File: src/rtl/udp_tx_sched.sv
// Round-robin frame scheduler: shares one FIFO-to-MAC streamer between CH frame
// FIFOs, runs the fs/fd handshake and steers the streamer read port to the winner.
module udp_tx_sched #(
  parameter int unsigned CH      = 4,
  parameter int unsigned MAX_LEN = 1472,
  parameter int unsigned GAP     = 12
) (
  input  logic             clk,
  input  logic             rst,
  input  logic [CH-1:0]    ch_ready,
  input  logic [12*CH-1:0] ch_len,
  output logic [CH-1:0]    ch_rxen,
  input  logic [8*CH-1:0]  ch_rxd,
  output logic [CH-1:0]    ch_done,
  output logic [CH-1:0]    ch_err,
  output logic             fs,
  input  logic             fd,
  output logic [11:0]      data_len,
  input  logic             fifod_rxen,
  output logic [7:0]       fifod_rxd,
  output logic             busy,
  output logic [2:0]       cur_ch
);
  localparam int unsigned LEN_W = 12;
  localparam int unsigned CNT_W = 16;
  localparam int unsigned LANES = 8;

  typedef enum logic [1:0] {S_IDLE, S_RUN, S_FIN, S_GAP} state_t;

  state_t           state;
  state_t           state_next;
  logic [LANES-1:0] ready8;
  logic [LANES-1:0] legal;
  logic [LANES-1:0] elig;
  logic [LEN_W-1:0] len_a [LANES];
  logic [7:0]       rxd_a [LANES];
  logic [2:0]       last;
  logic [2:0]       grant;
  logic             grant_vld;
  logic [CNT_W-1:0] gap_cnt;
  logic             gap_done;

  // Lanes padded to 8 so any 3-bit channel index stays in range.
  for (genvar i = 0; i < LANES; i++) begin : g_lane
    if (i < CH) begin : g_used
      assign len_a[i]  = ch_len[LEN_W*i +: LEN_W];
      assign rxd_a[i]  = ch_rxd[8*i +: 8];
      assign ready8[i] = ch_ready[i];
      assign legal[i]  = (len_a[i] != '0) && (len_a[i] <= LEN_W'(MAX_LEN));
    end else begin : g_unused
      assign len_a[i]  = '0;
      assign rxd_a[i]  = '0;
      assign ready8[i] = 1'b0;
      assign legal[i]  = 1'b0;
    end
  end

  assign elig     = ready8 & legal;
  assign gap_done = (gap_cnt == CNT_W'(GAP - 1));

  // First eligible channel after the last grant, wrapping modulo CH.
  always_comb begin
    logic [3:0] idx;
    grant_vld = 1'b0;
    grant     = '0;
    idx       = '0;
    for (int k = 1; k <= int'(CH); k++) begin
      idx = 4'(last) + 4'(k);
      if (idx >= 4'(CH)) idx = idx - 4'(CH);
      if (!grant_vld && elig[idx[2:0]]) begin
        grant_vld = 1'b1;
        grant     = idx[2:0];
      end
    end
  end

  always_ff @(posedge clk or posedge rst) begin
    if (rst) state <= S_IDLE;
    else     state <= state_next;
  end

  always_comb begin
    state_next = state;
    case (state)
      S_IDLE:  if (grant_vld) state_next = S_RUN;
      S_RUN:   if (fd) state_next = S_FIN;
      S_FIN:   if (!fd) state_next = (GAP == 0) ? S_IDLE : S_GAP;
      S_GAP:   if (gap_done) state_next = S_IDLE;
      default: state_next = S_IDLE;
    endcase
  end

  // Read strobe and done pulse are steered combinationally to the granted lane.
  always_comb begin
    ch_rxen = '0;
    ch_done = '0;
    fs      = (state == S_RUN);
    busy    = (state != S_IDLE);
    for (int i = 0; i < int'(CH); i++) begin
      if (3'(i) == cur_ch) begin
        ch_rxen[i] = (state == S_RUN) && fifod_rxen;
        ch_done[i] = (state == S_FIN) && !fd;
      end
    end
  end

  assign fifod_rxd = rxd_a[cur_ch];

  always_ff @(posedge clk or posedge rst) begin
    if (rst) begin
      cur_ch   <= '0;
      last     <= 3'(CH - 1);
      data_len <= '0;
      gap_cnt  <= '0;
      ch_err   <= '0;
    end else begin
      ch_err <= ch_ready & ~legal[CH-1:0];
      if (state == S_IDLE && grant_vld) begin
        cur_ch   <= grant;
        last     <= grant;
        data_len <= len_a[grant];
      end
      if (state == S_GAP) gap_cnt <= gap_cnt + CNT_W'(1);
      else                gap_cnt <= '0;
    end
  end

endmodule
File: config.mk
export PLATFORM = sky130hd
export DESIGN_NAME = udp_tx_sched
export DESIGN_NICKNAME = d
export VERILOG_FILES = /design/src/rtl/udp_tx_sched.sv
export SDC_FILE = /design/constraint.sdc
export NUM_CORES = 1
export LEC_CHECK = 0
export CAP_MARGIN = 20
export CORE_AREA = 2 2 122 124
export CTS_CLUSTER_DIAMETER = 150
export DETAILED_ROUTE_END_ITERATION = 10
export DIE_AREA = 0 0 124 126
export GPL_TIMING_DRIVEN = 0
export MAX_ROUTING_LAYER = met4
export PLACE_DENSITY = 0.45
export SYNTH_ARGS = -nofsm -noshare
export SYNTH_HDL_FRONTEND = slang
export SYNTH_SLANG_ARGS = --single-unit
File: constraint.sdc
create_clock -name clk -period 3.95 [get_ports clk]
set_input_delay 0.79 -clock clk [delete_from_list [all_inputs] [get_ports clk]]
set_output_delay 0.79 -clock clk [all_outputs]
set_load 0.05 [all_outputs]
==> flow_summary.ini, run 1 <==
[final_layout]
final_cell_mix = clkdlybuf4s50_1 (124), dfrtp_1 (37), inv_1 (29)
design_area_um2 = 4930
areaGrowthSynthToFinish_pct = 53.8
fill_cells = 1495
diodes = 0
utilization = 0.345
nets = 599
final_common_cell = clkdlybuf4s50_1
final_layout_size_suffix_gt1_frac = 0.0972

[floorplanning]
fp.dieW_um = 124
num_rows = 44
io_pins = 125
start_util = 0.224
chipHeight_um = 126
die_area_um2 = 15600
coreArea_um2 = 14300

[clocking]
cts_tree = built
clock-root-buffer = clkbuf_16
cts.sinks = 39
hold_buffers = 0
clk_latency_ns = 0.29
htree_levels = 2
path_clk_slew_ns = 0.06
clk_path_buf_depth = 2
cts_inserted_buffers = 5

[grt]
grt_max_degree = 40
grt_antenna_before_repair = 0
grt_pass1_wl_um = 17800
track_usage = 0.152
overflow = 0
grt_pass1_vias = 3340

[timing]
tightest_slew_ns = 0.580
fin_tns_setup_ns = 0
clock_skew_ns = 0.00739
setup_viol = 0
fmax_mhz = 264
relSlewSlack = 0.614
layout_min_cycle_time_ns = 3.79
rsz0062_at_grt = no
slew_viol_final = 0
whs_ns = 0.458
finalWorstSetupSlack_ns = 0.156
fin_crit_sh = 0.960
final_hold_viol_count = 0

[flow_run]
max_cap_violations = 0

[route]
drtIter0Drc = 113
vias_per_cell = 4.84
wl_per_cell_um = 16.8
wirelength_um = 11500
drc = 0
first_pass_iters = 4
ant_nets = 0
vias = 3331

[power]
leakage_nw = 1.95
powerDensity_nw_per_um2 = 680
clkPwrFrac = 0.140
switchingPower_mw = 1.64
ir_worst_vdd_mv = 0.232
p_sw_frac = 0.489
intPower_mw = 1.71
power_frac_seq = 0.173
pwr-share-comb = 0.687

[yosys]
ys.flop_type = dfrtp_1
ys_seq_elements = 39
synth_area_leader_cell = dfrtp_1
yosysSeqAreaShare = 0.305
ys_warn_count = 0
synth.top_cell.area_share = 0.289
synth_fp_nets = 463
synthTopCellsByArea = dfrtp_1 (29%), mux4_2 (5.6%), mux2i_1 (4.1%)
synth_area_per_cell_um2 = 8.72
synth-edff-count = 0
synth.distinct_cells = 56
syn_area_um2 = 3210
synth_async_sr_flop_share = 1.00
synthCells = 368

[setup_path]
slowest_stage = clkdlybuf4s50_1
crit_buf_inv = 3
path_cells = clkdlybuf4s50_1 > nor4_4 > and4b_1 > nor3_4 > a22o_1 > or2_2 > o41ai_4 > buf_4 > clkbuf_1 > a221o_1
max_stage_delay_ns = 0.50
path_class = input port to register
endpoint_kind = register
start_kind = input port
worstPathArrival_ns = 4.01
crit_fanout = 10
crit_family = buffers and inverters
critPathRequiredTime_ns = 4.17

[place]
gp_congestion = 0.859
io_buffer_count = 124
placed_cell_area_um2 = 4700
dp_slack_ns = -0.591
dp_hpwl_um = 9240

[outcome]
status = finished clean

[hold_path]
holdCritPathClass = register to register
cells in the mapped netlist (4+ instances only):
library cell	n
a211oi_1	14
nor4_1	13
xnor2_1	8
ha_1	7
inv_1	30
nand4_1	10
mux4_2	8
clkbuf_1	14
o211ai_1	5
nor2_1	21
and2_1	13
or3_1	5
o221ai_1	10
nand2b_1	4
mux2i_1	13
o21ai_0	13
nand3_1	12
and3_1	5
a21oi_1	18
a21boi_0	7
nand2_1	22
dfrtp_1	37
a221o_1	10
nor3_1	10
nor2b_1	11
final timing paths:
kind                       slack [ns]                  endpoint            startpoint  depth (start not counted)
max in group asynchronous        2.83       last[0]$_DFFE_PP1P_                   rst                          3
min in group asynchronous        0.85  data_len[11]$_DFFE_PP0P_                   rst                          3
hold reg to reg                  0.46      gap_cnt[0]$_DFF_PP0_  gap_cnt[0]$_DFF_PP0_                          1
setup reg to reg                 0.31   data_len[5]$_DFFE_PP0P_   last[0]$_DFFE_PP1P_                         11
hold / removal                   0.46      gap_cnt[0]$_DFF_PP0_  gap_cnt[0]$_DFF_PP0_                          1
setup / recovery                 0.16   data_len[4]$_DFFE_PP0P_            ch_len[36]                         10
cell type report:
type	instances	area, um^2	area share
Multi-Input combinational cell	278	2060	0.418
Timing Repair Buffer	129	1290	0.262
Sequential cell	39	978	0.198
Tap cell	184	230	0.0467
Clock buffer	5	125	0.0254
Inverter	31	116	0.0236
Buffer	20	91.3	0.0185
Clock inverter	2	37.5	0.00761
worst register-to-register path, stage by stage (launching register included):
cell and delay (ns):
dfstp_2 0.59, clkbuf_1 0.41, inv_2 0.19, ha_1 0.44, a211oi_1 0.25, a22oi_2 0.16, and2_1 0.23, o21ai_2 0.23
buf_4 0.26, mux2i_1 0.20, o221ai_1 0.20, a221o_1 0.37
cell families (layout without fill, tap and decap cells):
kind of cell | after synthesis | after routing | synth area share
AO/OA/AOI/OAI | 95 | 95 | 0.221
XOR/XNOR | 10 | 10 | 0.0273
AND/OR/NAND/NOR | 142 | 142 | 0.248
multiplexers | 24 | 24 | 0.107
adder cells (fa/ha/maj) | 7 | 7 | 0.0273
flip-flops | 39 | 39 | 0.305
buffers and inverters | 51 | 187 | 0.0640
repair_timing:
action / 4_1_cts / 5_1_grt
buffers inserted: 0 / 4
pin swaps: 1 / 2
resized for setup: 3 / 9
endpoints found under the setup margin: 11 / 15
hold endpoints to repair: 0 / 0
metal layers:
metal  track usage  vias to the layer above  part of all wire
met5             -                        -                 0
met4        0.0238                        0            0.0074
met3        0.0245                        5             0.041
met2         0.252                       69              0.49
met1         0.199                     1604              0.46
li1              -                     1653                 -
power groups by stage:
stage	combinational [mW]	clock [mW]	sequential, mW
floorplan	1.36	0	0.791
global placement	2.24	0	0.589
detailed placement	2.26	0	0.589
CTS	2.27	0.481	0.583
global route	2.49	0.495	0.594
finish	2.30	0.469	0.581
through the flow:
stage                     cells  power (mW)
after floorplan             368        2.15
after global placement      676        2.83
after detailed placement    677        2.85
after CTS                   684        3.33
after global routing        688        3.58
final                       688        3.35
flip-flops by register name (all words and copies together), names as in the netlist:
register	flops
gap_cnt	16
data_len	12
ch_err	4
cur_ch	3
last	2
state	2
(Power assumes the default switching activity.)
==> run 2, diff against run 1 <==
- HOLD_SLACK_MARGIN: unset -> 0.08
==> results of run 2 <==
The final DEF is identical to that of run 1; final timing and power are the same.
==> run 3, diff against run 2 <==
- SKIP_CTS_REPAIR_TIMING: unset -> 1
==> flow_summary.ini, run 3 (synthesis gave the netlist of run 1 again) <==
[outcome]
status = finished clean

[power]
power_frac_seq = 0.174
switchingPower_mw = 1.63
powerDensity_nw_per_um2 = 679
p_sw_frac = 0.488
clkPwrFrac = 0.140
ir_worst_vdd_mv = 0.230
leakage_nw = 1.94
pwr-share-comb = 0.687
intPower_mw = 1.71

[route]
wl_per_cell_um = 16.8
first_pass_iters = 4
vias = 3330
drc = 0
wirelength_um = 11500
ant_nets = 0
vias_per_cell = 4.85
drtIter0Drc = 106

[final_layout]
fill_cells = 1495
largest_registers = gap_cnt x16, data_len x12, ch_err x4
nets = 598
largest_register_ff_count = 16
final_cell_mix = clkdlybuf4s50_1 (124), dfrtp_1 (37), inv_1 (29)
final_layout_size_suffix_gt1_frac = 0.0954
largest_register = gap_cnt
multi_input_area_um2 = 2060
regArea_um2 = 978
areaGrowthSynthToFinish_pct = 53.5
final_common_cell = clkdlybuf4s50_1
diodes = 0

[timing]
rsz0062_at_grt = no
relSlewSlack = 0.615
fin_tns_setup_ns = 0
fmax_mhz = 264
clock_skew_ns = 0.00679
fin_crit_sh = 0.960
tightest_slew_ns = 0.578
layout_min_cycle_time_ns = 3.79
final_hold_viol_count = 0
setup_viol = 0
slew_viol_final = 0
finalWorstSetupSlack_ns = 0.159

[setup_path]
start_kind = input port
endpoint_kind = register
crit_fanout = 10
critPathRequiredTime_ns = 4.17
worstPathArrival_ns = 4.01
path_class = input port to register

[clocking]
clk_latency_ns = 0.28
cts_inserted_buffers = 5
cts.sinks = 39
cts_tree = built
clk_path_buf_depth = 2
clock-root-buffer = clkbuf_16
htree_levels = 2
path_clk_slew_ns = 0.06

[grt]
track_usage = 0.152
grt_pass1_vias = 3332
grt_max_degree = 40
grt_pass1_wl_um = 17800
overflow = 0
grt_antenna_before_repair = 0

[floorplanning]
io_pins = 125
coreArea_um2 = 14300
fp.dieW_um = 124
chipHeight_um = 126
die_area_um2 = 15600
num_rows = 44
start_util = 0.224

[place]
gp_congestion = 0.859
dp_slack_ns = -0.591
dp_hpwl_um = 9240
io_buffer_count = 124

[flow_run]
max_cap_violations = 0

[hold_path]
holdCritPathClass = register to register
==> run 3: power by group through the flow <==
| stage | registers [mW] | logic (mW) | clock network (mW) |
|---|---|---|---|
| 2_1_floorplan | 0.791 | 1.36 | 0 |
| 3_3_place_gp | 0.589 | 2.24 | 0 |
| 3_5_place_dp | 0.589 | 2.26 | 0 |
| 4_1_cts | 0.583 | 2.27 | 0.481 |
| 5_1_grt | 0.594 | 2.49 | 0.495 |
| 6_report | 0.581 | 2.30 | 0.467 |
==> run 3: per-layer routing <==
layer | GRT usage | routed length (um) | up-vias
met4 | 0.0238 | 85 | 0
met2 | 0.251 | 5690 | 66
li1 | - | - | 1652
met3 | 0.0245 | 440 | 5
met5 | - | 0 | -
met1 | 0.199 | 5310 | 1607
==> run 3: final timing paths <==
| path | from | cells after the start | slack, ns | end |
|---|---|---|---|---|
| worst max-delay path | ch_len[36] | 10 | 0.16 | data_len[4]$_DFFE_PP0P_ |
| worst min-delay path | gap_cnt[0]$_DFF_PP0_ | 1 | 0.46 | gap_cnt[0]$_DFF_PP0_ |
| worst max register to register | last[0]$_DFFE_PP1P_ | 11 | 0.32 | data_len[5]$_DFFE_PP0P_ |
| worst min register to register | gap_cnt[0]$_DFF_PP0_ | 1 | 0.46 | gap_cnt[0]$_DFF_PP0_ |
| max in group asynchronous | rst | 3 | 2.83 | last[0]$_DFFE_PP1P_ |
| min in group asynchronous | rst | 3 | 0.85 | data_len[11]$_DFFE_PP0P_ |
==> run 3: final cells by class <==
type                            instances  share of cell area
Timing Repair Buffer                  128               0.261
Tap cell                              184              0.0467
Buffer                                 20              0.0185
Multi-Input combinational cell        278               0.419
Clock buffer                            5              0.0254
Sequential cell                        39               0.199
Clock inverter                          2             0.00762
Inverter                               31              0.0236
==> run 3: through the flow <==
stage | cells | total power [mW] | instance area [um^2] | hold slack [ns] | util
final | 687 | 3.35 | 4930 | 0.458 | 0.344
after global routing | 687 | 3.58 | 4930 | 0.499 | 0.344
after CTS | 684 | 3.33 | 4860 | 0.468 | 0.340
after detailed placement | 677 | 2.85 | 4700 | 0.458 | 0.328
after global placement | 676 | 2.83 | 4680 | 0.454 | 0.327
after floorplan | 368 | 2.15 | 3210 | 0.431 | -
==> run 3: critical path, cell delays in order <==
cell	delay, ns
clkdlybuf4s50_1	0.50
nor4_4	0.35
and4b_1	0.34
nor3_4	0.09
a22o_1	0.23
or2_2	0.34
o41ai_4	0.47
buf_4	0.20
clkbuf_1	0.43
a221o_1	0.25
